### src/rtl/shift_unit_arbiter.sv
// Round-robin sequencer sharing one left and one right 16-bit shifter between two requesters.
// Optional circular rotate is built in when SHIFT_ARB_ROTATE_EN is defined.
module shift_unit_arbiter #(
    parameter int WIDTH = 16,
    parameter int AMT_W = 4
) (
    input  logic             clk,
    input  logic             rst,
    input  logic             req0_valid,
    output logic             req0_ready,
    input  logic [WIDTH-1:0] req0_data,
    input  logic [AMT_W-1:0] req0_amt,
    input  logic             req0_dir,
`ifdef SHIFT_ARB_ROTATE_EN
    input  logic             req0_rot,
`endif
    input  logic             req1_valid,
    output logic             req1_ready,
    input  logic [WIDTH-1:0] req1_data,
    input  logic [AMT_W-1:0] req1_amt,
    input  logic             req1_dir,
`ifdef SHIFT_ARB_ROTATE_EN
    input  logic             req1_rot,
`endif
    output logic             rsp_valid,
    input  logic             rsp_ready,
    output logic [WIDTH-1:0] rsp_data,
    output logic             rsp_id,
    output logic             sh_clk_en,
    output logic             busy
);

    typedef enum logic [1:0] {
        S_IDLE = 2'd0,
        S_EXEC = 2'd1,
        S_RESP = 2'd2
    } state_t;

    state_t           r_state;
    logic             r_lg;
    logic             r_busy;
    logic             r_rsp_valid;
    logic [WIDTH-1:0] r_rsp_data;
    logic             r_rsp_id;

    logic [WIDTH-1:0] r_op_data_p0;
    logic [AMT_W-1:0] r_op_amt_p0;
    logic             r_op_dir_p0;
    logic             r_op_id_p0;
`ifdef SHIFT_ARB_ROTATE_EN
    logic             r_op_rot_p0;
`endif

    logic             w_grant;
    logic             w_idle;
    logic             w_ready0;
    logic             w_ready1;
    logic             w_accept;
    logic [WIDTH-1:0] w_sel_data;
    logic [AMT_W-1:0] w_sel_amt;
    logic             w_sel_dir;
`ifdef SHIFT_ARB_ROTATE_EN
    logic             w_sel_rot;
`endif
    logic [WIDTH-1:0] w_shl_p1;
    logic [WIDTH-1:0] w_shr_p1;
    logic [WIDTH-1:0] w_result_p1;

    // Logical shifters; with rotate enabled the bits shifted out re-enter at the far end.
    // A complementary shift of WIDTH (amt=0) yields zero, so amt=0 passes the operand through.
`ifdef SHIFT_ARB_ROTATE_EN
    function automatic logic [WIDTH-1:0] f_shl(input logic [WIDTH-1:0] d,
                                               input logic [AMT_W-1:0] amt,
                                               input logic rot);
        logic [AMT_W:0]   inv;
        logic [WIDTH-1:0] res;
        inv = (AMT_W+1)'(WIDTH) - {1'b0, amt};
        res = d << amt;
        if (rot)
            res = res | (d >> inv);
        return res;
    endfunction

    function automatic logic [WIDTH-1:0] f_shr(input logic [WIDTH-1:0] d,
                                               input logic [AMT_W-1:0] amt,
                                               input logic rot);
        logic [AMT_W:0]   inv;
        logic [WIDTH-1:0] res;
        inv = (AMT_W+1)'(WIDTH) - {1'b0, amt};
        res = d >> amt;
        if (rot)
            res = res | (d << inv);
        return res;
    endfunction
`else
    function automatic logic [WIDTH-1:0] f_shl(input logic [WIDTH-1:0] d,
                                               input logic [AMT_W-1:0] amt);
        return d << amt;
    endfunction

    function automatic logic [WIDTH-1:0] f_shr(input logic [WIDTH-1:0] d,
                                               input logic [AMT_W-1:0] amt);
        return d >> amt;
    endfunction
`endif

    // Grant favours the requester that did not win last time when both are pending.
    always_comb begin
        w_idle     = (r_state == S_IDLE);
        w_grant    = (req0_valid & req1_valid) ? ~r_lg : req1_valid;
        w_ready0   = w_idle & ~w_grant & req0_valid;
        w_ready1   = w_idle &  w_grant & req1_valid;
        w_accept   = w_ready0 | w_ready1;
        w_sel_data = w_grant ? req1_data : req0_data;
        w_sel_amt  = w_grant ? req1_amt  : req0_amt;
        w_sel_dir  = w_grant ? req1_dir  : req0_dir;
`ifdef SHIFT_ARB_ROTATE_EN
        w_sel_rot  = w_grant ? req1_rot  : req0_rot;
`endif
    end

    // p0: operand register, loaded only on accept
    always_ff @(posedge clk) begin
        if (w_accept) begin
            r_op_data_p0 <= w_sel_data;
            r_op_amt_p0  <= w_sel_amt;
            r_op_dir_p0  <= w_sel_dir;
            r_op_id_p0   <= w_grant;
`ifdef SHIFT_ARB_ROTATE_EN
            r_op_rot_p0  <= w_sel_rot;
`endif
        end
    end

    // p1: both shifters see the registered operand, direction picks one
    always_comb begin
`ifdef SHIFT_ARB_ROTATE_EN
        w_shl_p1 = f_shl(r_op_data_p0, r_op_amt_p0, r_op_rot_p0);
        w_shr_p1 = f_shr(r_op_data_p0, r_op_amt_p0, r_op_rot_p0);
`else
        w_shl_p1 = f_shl(r_op_data_p0, r_op_amt_p0);
        w_shr_p1 = f_shr(r_op_data_p0, r_op_amt_p0);
`endif
        w_result_p1 = r_op_dir_p0 ? w_shr_p1 : w_shl_p1;
    end

    always_ff @(posedge clk or posedge rst) begin
        if (rst) begin
            r_state     <= S_IDLE;
            r_lg        <= 1'b1;
            r_busy      <= 1'b0;
            r_rsp_valid <= 1'b0;
            r_rsp_data  <= '0;
            r_rsp_id    <= 1'b0;
        end else begin
            case (r_state)
                S_IDLE: begin
                    if (w_accept) begin
                        r_lg    <= w_grant;
                        r_busy  <= 1'b1;
                        r_state <= S_EXEC;
                    end
                end
                S_EXEC: begin
                    r_rsp_data  <= w_result_p1;
                    r_rsp_id    <= r_op_id_p0;
                    r_rsp_valid <= 1'b1;
                    r_state     <= S_RESP;
                end
                S_RESP: begin
                    if (rsp_ready) begin
                        r_rsp_valid <= 1'b0;
                        r_busy      <= 1'b0;
                        r_state     <= S_IDLE;
                    end
                end
                default: begin
                    r_rsp_valid <= 1'b0;
                    r_busy      <= 1'b0;
                    r_state     <= S_IDLE;
                end
            endcase
        end
    end

    assign req0_ready = w_ready0;
    assign req1_ready = w_ready1;
    assign sh_clk_en  = w_accept | (r_state == S_EXEC);
    assign busy       = r_busy;
    assign rsp_valid  = r_rsp_valid;
    assign rsp_data   = r_rsp_data;
    assign rsp_id     = r_rsp_id;

endmodule
### config.mk
export PLATFORM = sky130hd
export DESIGN_NAME = shift_unit_arbiter
export DESIGN_NICKNAME = d
export VERILOG_FILES = /design/src/rtl/shift_unit_arbiter.sv
export SDC_FILE = /design/constraint.sdc
export NUM_CORES = 1
export LEC_CHECK = 0
export ABC_AREA = 1
export CAP_MARGIN = 30
export CORE_MARGIN = 1.5
export CORE_UTILIZATION = 56
export CTS_CLUSTER_DIAMETER = 50
export DETAILED_ROUTE_END_ITERATION = 8
export GPL_TIMING_DRIVEN = 1
export PLACE_DENSITY = 0.95
export SYNTH_ARGS = -nofsm -noshare
export SYNTH_HDL_FRONTEND = slang
export SYNTH_SLANG_ARGS = --single-unit
### constraint.sdc
create_clock -name clk -period 9.45 [get_ports clk]
set_input_delay 2.3625 -clock clk [delete_from_list [all_inputs] [get_ports clk]]
set_output_delay 2.3625 -clock clk [all_outputs]
set_load 0.03 [all_outputs]
# Word-level counts from Yosys, hierarchy flattened

Cells that the tools add are included.

Add/sub/neg operators: 0
Multiply operators: 0
$lt $le $gt $ge: 0
Div/mod/pow operators: 0
Mux-type cells: 12
Reduce and logical (&&, ||, !) cells: 5
Eq/ne operators: 4
Bitwise logic cells: 11
Shifts and indexed selects: 2

Operators by type and width:

| operator                                              | count |
|---|---|
| 2-to-1 mux 16 bit                                     | 2 |
| left shift 16 x 4 -> 16 bit                           | 1 |
| >> shifter 16 x 4 -> 16 bit                           | 1 |
| one-hot mux 1 bit (3 select lines)                    | 2 |
| one-hot mux 2 bit (3 select lines)                    | 1 |
| AND reduction 2 bit                                   | 3 |
| AND 1 bit                                             | 5 |
| 2-to-1 mux 1 bit                                      | 4 |
| 2-to-1 mux 2 bit                                      | 2 |
| 2-to-1 mux 4 bit                                      | 1 |
| inverter 1 bit                                        | 4 |
| AND reduction 3 bit                                   | 1 |
| == test 2 x 1 -> 1 bit, second input constant         | 1 |
| == test 2 bit, second input constant                  | 1 |
| zero test 2 bit                                       | 1 |
| inequality test 2 x 1 -> 1 bit, second input constant | 1 |
| inequality test 2 bit, second input constant          | 1 |
| bitwise OR 1 bit                                      | 2 |

Memory bits (read-only): 0
Register bits after elaboration: 44
Bits in writable memories: 0
Latch bits: 0
Bits of input ports: 47
Memories kept: 0
Word-level logic and storage cells: 44
Output and inout port bits: 22

# Logic depth before layout (Yosys ltp)

Gate-level depths: netlist (run 1).

Depth after elaboration: 8
Mapped depth: 11
Depth with buffers taken out: 9

# Worst setup path after synthesis (run 1)

OpenSTA, ideal clock, no wires.

Path type: input to output
From: input port req0_valid
To: output port sh_clk_en
Data required time: 7088 ps
Stages: 5
Setup slack: 2968 ps
Buffers on the path: 0
Arrival time: 4119 ps
Cell sequence: nand2_1 > nand2_1 > a21oi_1 > inv_1 > nand2_1

Word-level cells in the longest chain between the ends: 7
Elaborated cells between the ends (all ways): 9

RTL lines:

| element                | line | source |
|---|---|---|
| from (decl)            | 9    | `input logic req0_valid,` |
| AND 1 bit              | 110  | `w_grant = (req0_valid & req1_valid) ? ~r_lg : req1_valid;` |
| 2-to-1 mux 1 bit       | 110  |  |
| inverter 1 bit         | 111  | `w_ready0 = w_idle & ~w_grant & req0_valid;` |
| AND 1 bit (2 in a row) | 111  |  |
| bitwise OR 1 bit *     | 113  | `w_accept = w_ready0 \| w_ready1;` |
| net w_accept           | 58   | `logic w_accept;` |
| bitwise OR 1 bit *     | 188  | `assign sh_clk_en = w_accept \| (r_state == S_EXEC);` |
| to (decl)              | 29   | `output logic sh_clk_en,` |

Mark *: on every way through the listed nets, which the timed path passes. The rest lies on a longest branch.

# Worst setup path after layout (run 1)

From: input port req0_valid
To: output port req0_ready

Word-level cells in the longest chain between the ends: 5

RTL lines:

| element          | line | source |
|---|---|---|
| AND 1 bit        | 110  |  |
| 2-to-1 mux 1 bit | 110  |  |
| inverter 1 bit   | 111  |  |
| AND 1 bit        | 111  |  |
| AND 1 bit *      | 111  |  |
| to (decl)        | 10   | `output logic req0_ready,` |

Mark *: on every way between the ends. The rest lies on a longest branch, timed or not.

==> summary.md, run 1 <==
| Metric | Value |
|---|---|
| Max Cap Violations | 0 |
| WHS | 0.476 ns |
| Syn nets | 520 |
| Overflow after GRT | 0 |
| Final HPWL DP | 5890 um |
| Final hold violation count | 0 |
| FF-to-FF Start | r_op_amt_p0[2]$_DFFE_PP_ |
| Layout cell share with drive strength beyond 1 | 0.102 |
| Antenna Diode Count | 0 |
| PwrDens | 324 nW/um^2 |
| Setup WS pre-CTS | 2.53 ns |
| Die footprint | 6220 um^2 |
| Final worst path period share | 0.734 |
| Port-buffer cells | 68 |
| Max-slew violation count | 0 |
| DP Area | 3870 um^2 |
| Initial DRC Count | 380 |
| Maximum clock rate | 144 MHz |
| CP required | 7.09 ns |
| Reg2reg path depth | 7 |
| Post-CTS Resized | 0 |
| Count leader, synth | nand2_1 |
| Num CTS Buffers | 5 |
| Initial Utilization | 0.582 |
| CP Data Arrival Time | 4.57 ns |
| Clock buffer depth | 2 |
| Gr usage total | 0.278 |
| First-pass GRT wire length | 13600 um |
| Post-Syn Area per Cell | 6.81 um^2 |
| DRT Wirelength | 7980 um |
| Leakage | 0.00194 uW |
| CTS clk-pin slew, worst paths | 0.08 ns |
| Hold Crit Start | r_op_id_p0$_DFFE_PP_ |
| Area grow syn2layout | 23.4% |
| Peak supply drop | 0.000313 V |
| Clk root buf | clkbuf_8 |
| Min Tclk post-route | 6.93 ns |
| Postcts setup bufs | 0 |
| Fin area | 3980 um^2 |
| Nets | 575 |
| Worst Hold End | rsp_id$_DFFE_PP0P_ |
| H-Tree Depth | 2 |
| Crit path kind | in2out |
| Count of different cell masters after synthesis | 27 |
| Area contributors post-synth | nand2_1 23%, edfxtp_1 20%, dfrtp_1 16%, nand3_1 16%, inv_1 3.5% |
| Register area share after synthesis | 0.376 |
| Routability cong. | 0.949 |
| CTS tree | yes |
| CP Launch Type | input pin |
| Power Total | 1290 uW |
| Number of flops mapped to enable cells by yosys | 22 |
| Clk_lat worst skew | 0.31 ns |
| FF-to-FF End | rsp_data[6]$_DFFE_PP0P_ |
| Horiz. Die Dim | 78.9 um |
| Clock Skew | 0.0125 ns |
| Fraction of registers with async set/reset | 0.500 |
| DRC | 0 |
| Final ANT Viol Nets | 0 |
| Num ports | 69 |
| RSZ-0062 raised after global routing | false |
| Final WS setup | 2.52 ns |
| Yosys warning count | 0 |
| Core Area | 5540 um^2 |
| Pin count of the biggest net entering global routing | 37 |
| Via Count | 3377 |
| Synth area leader | nand2_1 |
| HP Class | reg2reg |
| CP max FO | 25 |
| Crit end category | output pin |
| Outcome | completed |
| Number of core rows | 27 |
| Clk sinks | 44 |
| Slew @ Worst Pin | 0.916 ns |
| Die Y | 78.9 um |
| First-pass DRT Iterations | 6 |
| Via density | 5.62 |
| Cells on Worst Hold Path | 2 |
| CTS Hold Bufs | 0 |
| Commonest register cell after synthesis | edfxtp_1 |
| Worst reg-to-reg setup slack | 7.28 ns |
| Cell count after synthesis | 473 |
| Top cell type's share of synthesized area | 0.227 |
| Cell Area, Synth | 3220 um^2 |
| Setup TNS | 0 ns |
| Routed wire per std cell | 13.3 um |
| # setup viols final | 0 |
| Post-synth top cells | 195 x nand2_1, 100 x nand3_1, 30 x inv_1 |
| Initial antenna violation count | 0 |
| Yosys reg bits | 44 |
| Slew headroom | 0.389 |
| Vias in the first global route | 3207 |
metal layers:
layer	global-route usage	wire length, um
met1	0.338	3160
met2	0.469	3870
met3	0.0540	642
met4	0.142	300
met5	0	0
cells by family after synthesis:
kind of cell	after synthesis	share of synthesized area
AO/OA/AOI/OAI	7	0.0109
buffers and inverters	59	0.0920
flip-flops	44	0.376
AND/OR/NAND/NOR	363	0.521
power breakdown:
part	total, uW	leakage [uW]	internal, uW	switching (uW)
clock network	133	0.0000540	67.6	65.3
logic	781	0.00142	284	497
registers	373	0.000467	301	72.4
total	1290	0.00194	652	635
flip-flops by register name, indices dropped and copies added, names as in the netlist:
name          cells
rsp_valid         1
rsp_id            1
r_op_id_p0        1
r_state           2
r_op_data_p0     16
r_op_amt_p0       4
r_op_dir_p0       1
busy              1
rsp_data         16
r_lg              1
critical path, stage by stage:
cell and delay [ns]:
clkdlybuf4s50_1 0.47, nand2_1 0.06, nand2_1 0.06, buf_4 0.25, inv_1 0.34, nor3_1 0.30
clkdlybuf4s50_1 0.72
area by class of cell:
class	instances	area, um^2
repair buffers	72	711
clock buffers	6	93.8
fillers	448	1560
clock inverters	2	12.5
inverters	35	139
multi-input cells	370	1720
well taps	72	90.1
flip-flops and latches	44	1210
metrics by stage:
step	utilization	cells
CTS	0.718	601
finish	0.718	601
global route	0.718	601
floorplan	-	473
global placement	0.699	593
detailed placement	0.699	593
cells in the final DEF (no fill, tap or decap), drive strengths merged:
master           n
dfstp            1
nor2            22
nor3             1
inv             34
clkinv           3
edfxtp          22
or2             12
nand2          209
nand4           11
clkbuf           6
clkdlybuf4s50   68
nand3          107
o21ai            2
buf              4
nand3b           1
a21oi            5
dfrtp           21
worst max path at each step:
stage	startpoint	cells after the start	slack, ns	to
floorplan	req0_valid	5	2.97	sh_clk_en
global placement	req0_valid	7	2.60	req0_ready
detailed placement	req0_valid	7	2.53	req0_ready
CTS	req0_valid	7	2.51	req0_ready
global route	req0_valid	7	2.36	req0_ready
finish	req0_valid	7	2.52	req0_ready
No activity file was read; power rests on OpenSTA's default activity.
==> run 2, diff against run 1 <==
--- a/config.mk
+++ b/config.mk
@@ -8,11 +8,11 @@
 export ABC_AREA = 1
 export CAP_MARGIN = 30
 export CORE_MARGIN = 1.5
-export CORE_UTILIZATION = 56
+export CORE_UTILIZATION = 52
 export CTS_CLUSTER_DIAMETER = 50
 export DETAILED_ROUTE_END_ITERATION = 8
 export GPL_TIMING_DRIVEN = 1
-export PLACE_DENSITY = 0.95
+export PLACE_DENSITY = 0.91
 export SYNTH_ARGS = -nofsm -noshare
 export SYNTH_HDL_FRONTEND = slang
 export SYNTH_SLANG_ARGS = --single-unit
==> constraint.sdc (replaced) <==
create_clock -name clk -period 6.55 [get_ports clk]
set_input_delay 1.6375 -clock clk [delete_from_list [all_inputs] [get_ports clk]]
set_output_delay 1.6375 -clock clk [all_outputs]
set_load 0.03 [all_outputs]
==> run 2 against run 1 <==
Routed wire length is 1.2% lower; global-route usage is 2.2 points lower; non-clock buffer count is 1 higher; clock power up 43%; utilization down 4.8 points; critical path type unchanged; highest routed layer unchanged.
==> summary.md, run 2 (same netlist as run 1, synthesis figures left out) <==
| Metric | Value |
|---|---|
| Antenna Diode Count | 0 (unchanged) |
| Final worst path period share | 0.803 |
| DRT Wirelength | 7880 um (-1.2%) |
| Clock power frac | 0.102 (about the same) |
| Family with the most delay on the worst path | buffers and inverters |
| First-pass GRT wire length | 13200 um (-3.3%) |
| Crit path kind | in2out |
| Num CTS Buffers | 5 (unchanged) |
| Min Tclk post-route | 5.26 ns |
| Final HPWL DP | 5810 um (-1.3%) |
| First-pass DRT Iterations | 5 (-1) |
| Area grow syn2layout | 23.7% |
| Clock buffer depth | 2 (unchanged) |
| Core Area | 5960 um^2 (+7.5%) |
| Cells after DPL | 597 (+0.67%) |
| Final ANT Viol Nets | 0 (unchanged) |
| Postcts setup bufs | 0 (unchanged) |
| Setup TNS | 0 ns (unchanged) |
| Peak supply drop | 0.000324 V (+3.6%) |
| Most frequent cells in the layout | 195 x nand2_1, 100 x nand3_1, 68 x clkdlybuf4s50_1 |
| CP Launch Type | input pin |
| Combinational Power Share | 0.606 (about the same) |
| Area of the multi-input gates | 1720 um^2 (unchanged) |
| Routed wire per std cell | 13.0 um (-1.9%) |
| HP Class | reg2reg |
| Critical Path Stages | 9 (+2) |
| Gr usage total | 0.255 (-0.0223) |
| Number of core rows | 28 (+3.7%) |
| Switching Fraction | 0.492 (-0.00109) |
| Clk sinks | 44 (unchanged) |
| PwrDens | 466 nW/um^2 (+44%) |
| Maximum clock rate | 190 MHz |
| Clock Skew | 0.0127 ns (+0.000269 ns) |
| Clk_lat worst skew | 0.30 ns (about the same) |
| Via density | 5.46 (-2.8%) |
| Finished Layout Cells | 605 (+0.67%) |
| Max-slew violation count | 0 (unchanged) |
| Vias in the first global route | 3106 (-3.1%) |
| CP required | 4.91 ns (-2.18 ns) |
| Internal power | 943 uW (+45%) |
| CP max FO | 25 (unchanged) |
| Outcome | completed |
| Die Y | 81.7 um (+3.6%) |
| Clk root buf | clkbuf_8 |
| H-Tree Depth | 2 (unchanged) |
| Via Count | 3305 (-2.1%) |
| CP peak stage delay | 0.66 ns (-0.06 ns) |
| Initial DRC Count | 387 (+1.8%) |
| Die footprint | 6680 um^2 (+7.4%) |
| Initial Utilization | 0.541 (-0.0406) |
| Leakage | 0.00195 uW (+0.26%) |
| RSZ-0062 raised after global routing | false |
| Routability cong. | 0.912 (-3.8%) |
| Sequential power share | 0.292 (+0.002) |
| Crit path cell chain | clkdlybuf4s50_1, nand2_1, nand2_1, buf_4, a21oi_2, buf_4, inv_1, nand2_1, clkdlybuf4s50_1 |
| Num ports | 69 (unchanged) |
| DRC | 0 (unchanged) |
| Reg2reg path depth | 8 (+1) |
| Crit end category | output pin |
| FILL cells | 501 (+12%) |
| CTS tree | yes |
| Slew @ Worst Pin | 1.05 ns (+0.136 ns) |
| Overflow after GRT | 0 (unchanged) |
| Port-buffer cells | 68 (unchanged) |
| Power Total | 1860 uW (+44%) |
| Slew headroom | 0.298 (-0.0909) |
| WP buf/inv | 5 (+1) |
| Cell mode on critical path | nand2_1 |
| Final hold violation count | 0 (unchanged) |
| CTS clk-pin slew, worst paths | 0.08 ns (about the same) |
| Horiz. Die Dim | 81.7 um (+3.6%) |
| # setup viols final | 0 (unchanged) |
| Initial antenna violation count | 0 (unchanged) |
| CTS Hold Bufs | 0 (unchanged) |
| CP Data Arrival Time | 3.62 ns (-0.95 ns) |
| Cells on Worst Hold Path | 2 (unchanged) |
| Register area | 1210 um^2 (unchanged) |
| Max Cap Violations | 0 (unchanged) |
| Pin count of the biggest net entering global routing | 37 (unchanged) |
| Post-CTS Resized | 0 (unchanged) |
| Crit path max-delay cell type | clkdlybuf4s50_1 |
| Nets | 576 (+0.17%) |
| Layout cell share with drive strength beyond 1 | 0.104 (+0.00169) |
| Psw | 914 uW (+44%) |
| Commonest non-fill, non-tap cell in the layout | nand2_1 |
==> run 2: cell count changes in the layout (fill, tap and decap cells not counted) <==
| cell | before | now |
|---|---|---|
| buf_4 | 4 | 5 |
==> run 2: per-layer routing <==
metal,GRT usage,up-vias,part of all wire
met2,0.434,166,0.49
met5,0,-,0
li1,-,1643,-
met3,0.0544,36,0.073
met1,0.305,1460,0.40
met4,0.125,0,0.040
==> run 2: stage by stage <==
| step | hold slack [ns] | area [um^2] | setup slack, ns | utilization |
|---|---|---|---|---|
| 3_5_place_dp | 0.459 | 3880 | 1.26 | 0.652 |
| 3_3_place_gp | 0.435 | 3880 | 1.32 | 0.652 |
| 2_1_floorplan | 0.426 | 3220 | 1.52 | - |
| 6_report | 0.494 | 3990 | 1.29 | 0.670 |
| 4_1_cts | 0.478 | 3990 | 1.26 | 0.670 |
| 5_1_grt | 0.523 | 3990 | 1.13 | 0.670 |
==> run 2: area by class of cell <==
class,instances,share of cell area
multi-input combinational,370,0.431
inverter,35,0.0348
timing repair buffer,73,0.180
clock buffer,6,0.0235
tap,75,0.0235
sequential,44,0.304
clock inverter,2,0.00314
==> run 2: power groups by stage <==
stage,logic [uW],registers [uW],clock network (uW)
final,1120,542,190
after global placement,1080,540,0
after detailed placement,1110,543,0
after floorplan,728,622,0
after CTS,1110,539,191
after global routing,1250,557,202
==> run 2: final timing paths <==
| path | start | to | slack [ns] |
|---|---|---|---|
| max | req0_valid | sh_clk_en | 1.29 |
| min | r_op_id_p0$_DFFE_PP_ | rsp_id$_DFFE_PP0P_ | 0.49 |
| max reg2reg | r_op_amt_p0[1]$_DFFE_PP_ | rsp_data[6]$_DFFE_PP0P_ | 4.12 |
| min reg2reg | r_op_id_p0$_DFFE_PP_ | rsp_id$_DFFE_PP0P_ | 0.49 |
| max in group asynchronous | rst | rsp_data[12]$_DFFE_PP0P_ | 4.24 |
| min in group asynchronous | rst | rsp_valid$_DFFE_PP0P_ | 1.80 |
==> run 2: worst reg2reg max path, cell delays in order (launching register included) <==
cell	delay (ns)
edfxtp_1	1.05
inv_2	0.56
nand3_1	0.28
nand3_1	0.12
nand2_1	0.11
nand2_1	0.06
nand3_1	0.11
nand2_1	0.05
inv_1	0.04
==> run 3, diff against run 2 <==
==> constraint.sdc (replaced) <==
create_clock -name clk -period 5.4 [get_ports clk]
set_input_delay 1.35 -clock clk [delete_from_list [all_inputs] [get_ports clk]]
set_output_delay 1.35 -clock clk [all_outputs]
set_load 0.03 [all_outputs]
==> run 3 against run 2 <==
Clock power grew 13%; first-iteration DRC count up 23%; utilization decreased by 0.36 points; clock skew grew 0.0061 ns; worst setup slack lost 0.49 ns; design area shrank 0.53%.
==> summary.md, run 3 (same netlist as run 1, synthesis figures left out) <==
| Metric | Value |
|---|---|
| Switching Fraction | 0.497 (+0.00487) |
| Peak supply drop | 0.000359 V (+11%) |
| Number of core rows | 28 (unchanged) |
| DP Area | 3870 um^2 (-0.19%) |
| Port-buffer cells | 68 (unchanged) |
| Outcome | completed |
| Clock buffer depth | 2 (unchanged) |
| First-pass DRT Iterations | 5 (unchanged) |
| Die Y | 81.7 um (unchanged) |
| Final ANT Viol Nets | 0 (unchanged) |
| DRT Wirelength | 8070 um (+2.4%) |
| Clk_lat worst skew | 0.30 ns (about the same) |
| Internal power | 1130 uW (+20%) |
| Psw | 1110 uW (+22%) |
| Routed wire per std cell | 13.4 um (+2.6%) |
| Leakage | 0.00194 uW (-0.52%) |
| # setup viols final | 0 (unchanged) |
| Setup TNS | 0 ns (unchanged) |
| CP Data Arrival Time | 3.25 ns (-0.37 ns) |
| Maximum clock rate | 217 MHz |
| Routability cong. | 0.918 (+0.60%) |
| Pin count of the biggest net entering global routing | 37 (unchanged) |
| Initial antenna violation count | 0 (unchanged) |
| Final hold violation count | 0 (unchanged) |
| Antenna Diode Count | 0 (unchanged) |
| Max-slew violation count | 0 (unchanged) |
| CTS clk-pin slew, worst paths | 0.08 ns (about the same) |
| Crit path kind | in2out |
| Gr usage total | 0.257 (+0.00177) |
| Via Count | 3330 (+0.76%) |
| Final worst path period share | 0.852 |
| RSZ-0062 raised after global routing | false |
| CTS tree | yes |
| Die footprint | 6680 um^2 (unchanged) |
| Initial Utilization | 0.541 (unchanged) |
| PwrDens | 566 nW/um^2 (+21%) |
| Final HPWL DP | 5670 um (-2.5%) |
| Min Tclk post-route | 4.60 ns |
| Post-CTS Resized | 0 (unchanged) |
| CP max FO | 23 (-8.0%) |
| DRC | 0 (unchanged) |
| Vias in the first global route | 2961 (-4.7%) |
| Fin area | 3970 um^2 (-0.53%) |
| Overflow after GRT | 0 (unchanged) |
| Area grow syn2layout | 23.1% |
| Clk sinks | 44 (unchanged) |
| Nets | 575 (-0.17%) |
| H-Tree Depth | 2 (unchanged) |
| Layout cell share with drive strength beyond 1 | 0.102 (-0.00169) |
| Num CTS Buffers | 5 (unchanged) |
| Slew headroom | 0.309 (+0.0107) |
| Crit end category | output pin |
| Postcts setup bufs | 0 (unchanged) |
| Core Area | 5960 um^2 (unchanged) |
| Max Cap Violations | 0 (unchanged) |
| CP required | 4.05 ns (-0.86 ns) |
| Most frequent cells in the layout | 195 x nand2_1, 100 x nand3_1, 68 x clkdlybuf4s50_1 |
| HP Class | reg2reg |
| Commonest non-fill, non-tap cell in the layout | nand2_1 |
| Num ports | 69 (unchanged) |
| Slew @ Worst Pin | 1.04 ns (-0.0161 ns) |
| FILL cells | 503 (+0.40%) |
| First-pass GRT wire length | 13200 um (+0.58%) |
| Initial DRC Count | 476 (+23%) |
| Horiz. Die Dim | 81.7 um (unchanged) |
| Combinational Power Share | 0.611 (+0.005) |
| Clock Skew | 0.0188 ns (+0.00609 ns) |
| Clk root buf | clkbuf_8 |
| CTS Hold Bufs | 0 (unchanged) |
| Via density | 5.51 (+0.92%) |
| CP Launch Type | input pin |
| Clock power frac | 0.095 (-0.007) |
| Sequential power share | 0.293 (about the same) |
run 3: changes by cell type in the layout (fill, tap and decap cells not counted), sizes merged:
| cell | previous run | this run |
|---|---|---|
| clkinv | 3 | 1 |
| buf | 5 | 4 |
| clkbuf | 6 | 7 |
| inv | 34 | 35 |
run 3: cell type report:
| cell class | instances | area, um^2 | area share |
|---|---|---|---|
| inverters | 35 | 139 | 0.0350 |
| flip-flops and latches | 44 | 1210 | 0.306 |
| multi-input cells | 370 | 1720 | 0.433 |
| repair buffers | 72 | 711 | 0.179 |
| clock inverters | 1 | 6.26 | 0.00158 |
| clock buffers | 7 | 86.3 | 0.0218 |
| well taps | 75 | 93.8 | 0.0237 |
run 3: final timing paths:
check | startpoint | end | slack (ns) | cells past startpoint
max in group asynchronous | rst | r_state[1]$_DFFE_PP0P_ | 3.38 | 2
max reg2reg | r_op_amt_p0[1]$_DFFE_PP_ | rsp_data[4]$_DFFE_PP0P_ | 2.93 | 6
max | req0_valid | req0_ready | 0.80 | 6
min in group asynchronous | rst | rsp_data[6]$_DFFE_PP0P_ | 1.51 | 2
min reg2reg | r_op_id_p0$_DFFE_PP_ | rsp_id$_DFFE_PP0P_ | 0.47 | 2
min | r_op_id_p0$_DFFE_PP_ | rsp_id$_DFFE_PP0P_ | 0.47 | 2
run 3: through the flow:
step,hold WS [ns],setup slack (ns),util,total power (uW),instances
6_report,0.468,0.800,0.666,2240,604
5_1_grt,0.502,0.655,0.666,2420,604
4_1_cts,0.468,0.784,0.666,2220,604
3_5_place_dp,0.445,0.802,0.650,2000,596
3_3_place_gp,0.449,0.867,0.650,1960,596
2_1_floorplan,0.426,0.943,-,1640,473
run 3: power by group through the flow:
stage,sequential (uW),combinational (uW),clock [uW]
6_report,658,1370,214
5_1_grt,672,1520,229
3_5_place_dp,659,1340,0
4_1_cts,653,1350,215
3_3_place_gp,654,1300,0
2_1_floorplan,755,883,0
run 3: critical path, cell delays in order:
cell,delay (ns)
clkdlybuf4s50_1,0.48
nand2_1,0.05
nand2_1,0.07
inv_1,0.27
nor3_1,0.30
clkdlybuf4s50_1,0.72
run 3: routing by layer:
metal,vias up,track usage,wire (um)
met1,1455,0.332,3240
met4,0,0.103,261
met2,203,0.430,3900
met5,-,0,0
li1,1639,-,-
met3,33,0.0400,670
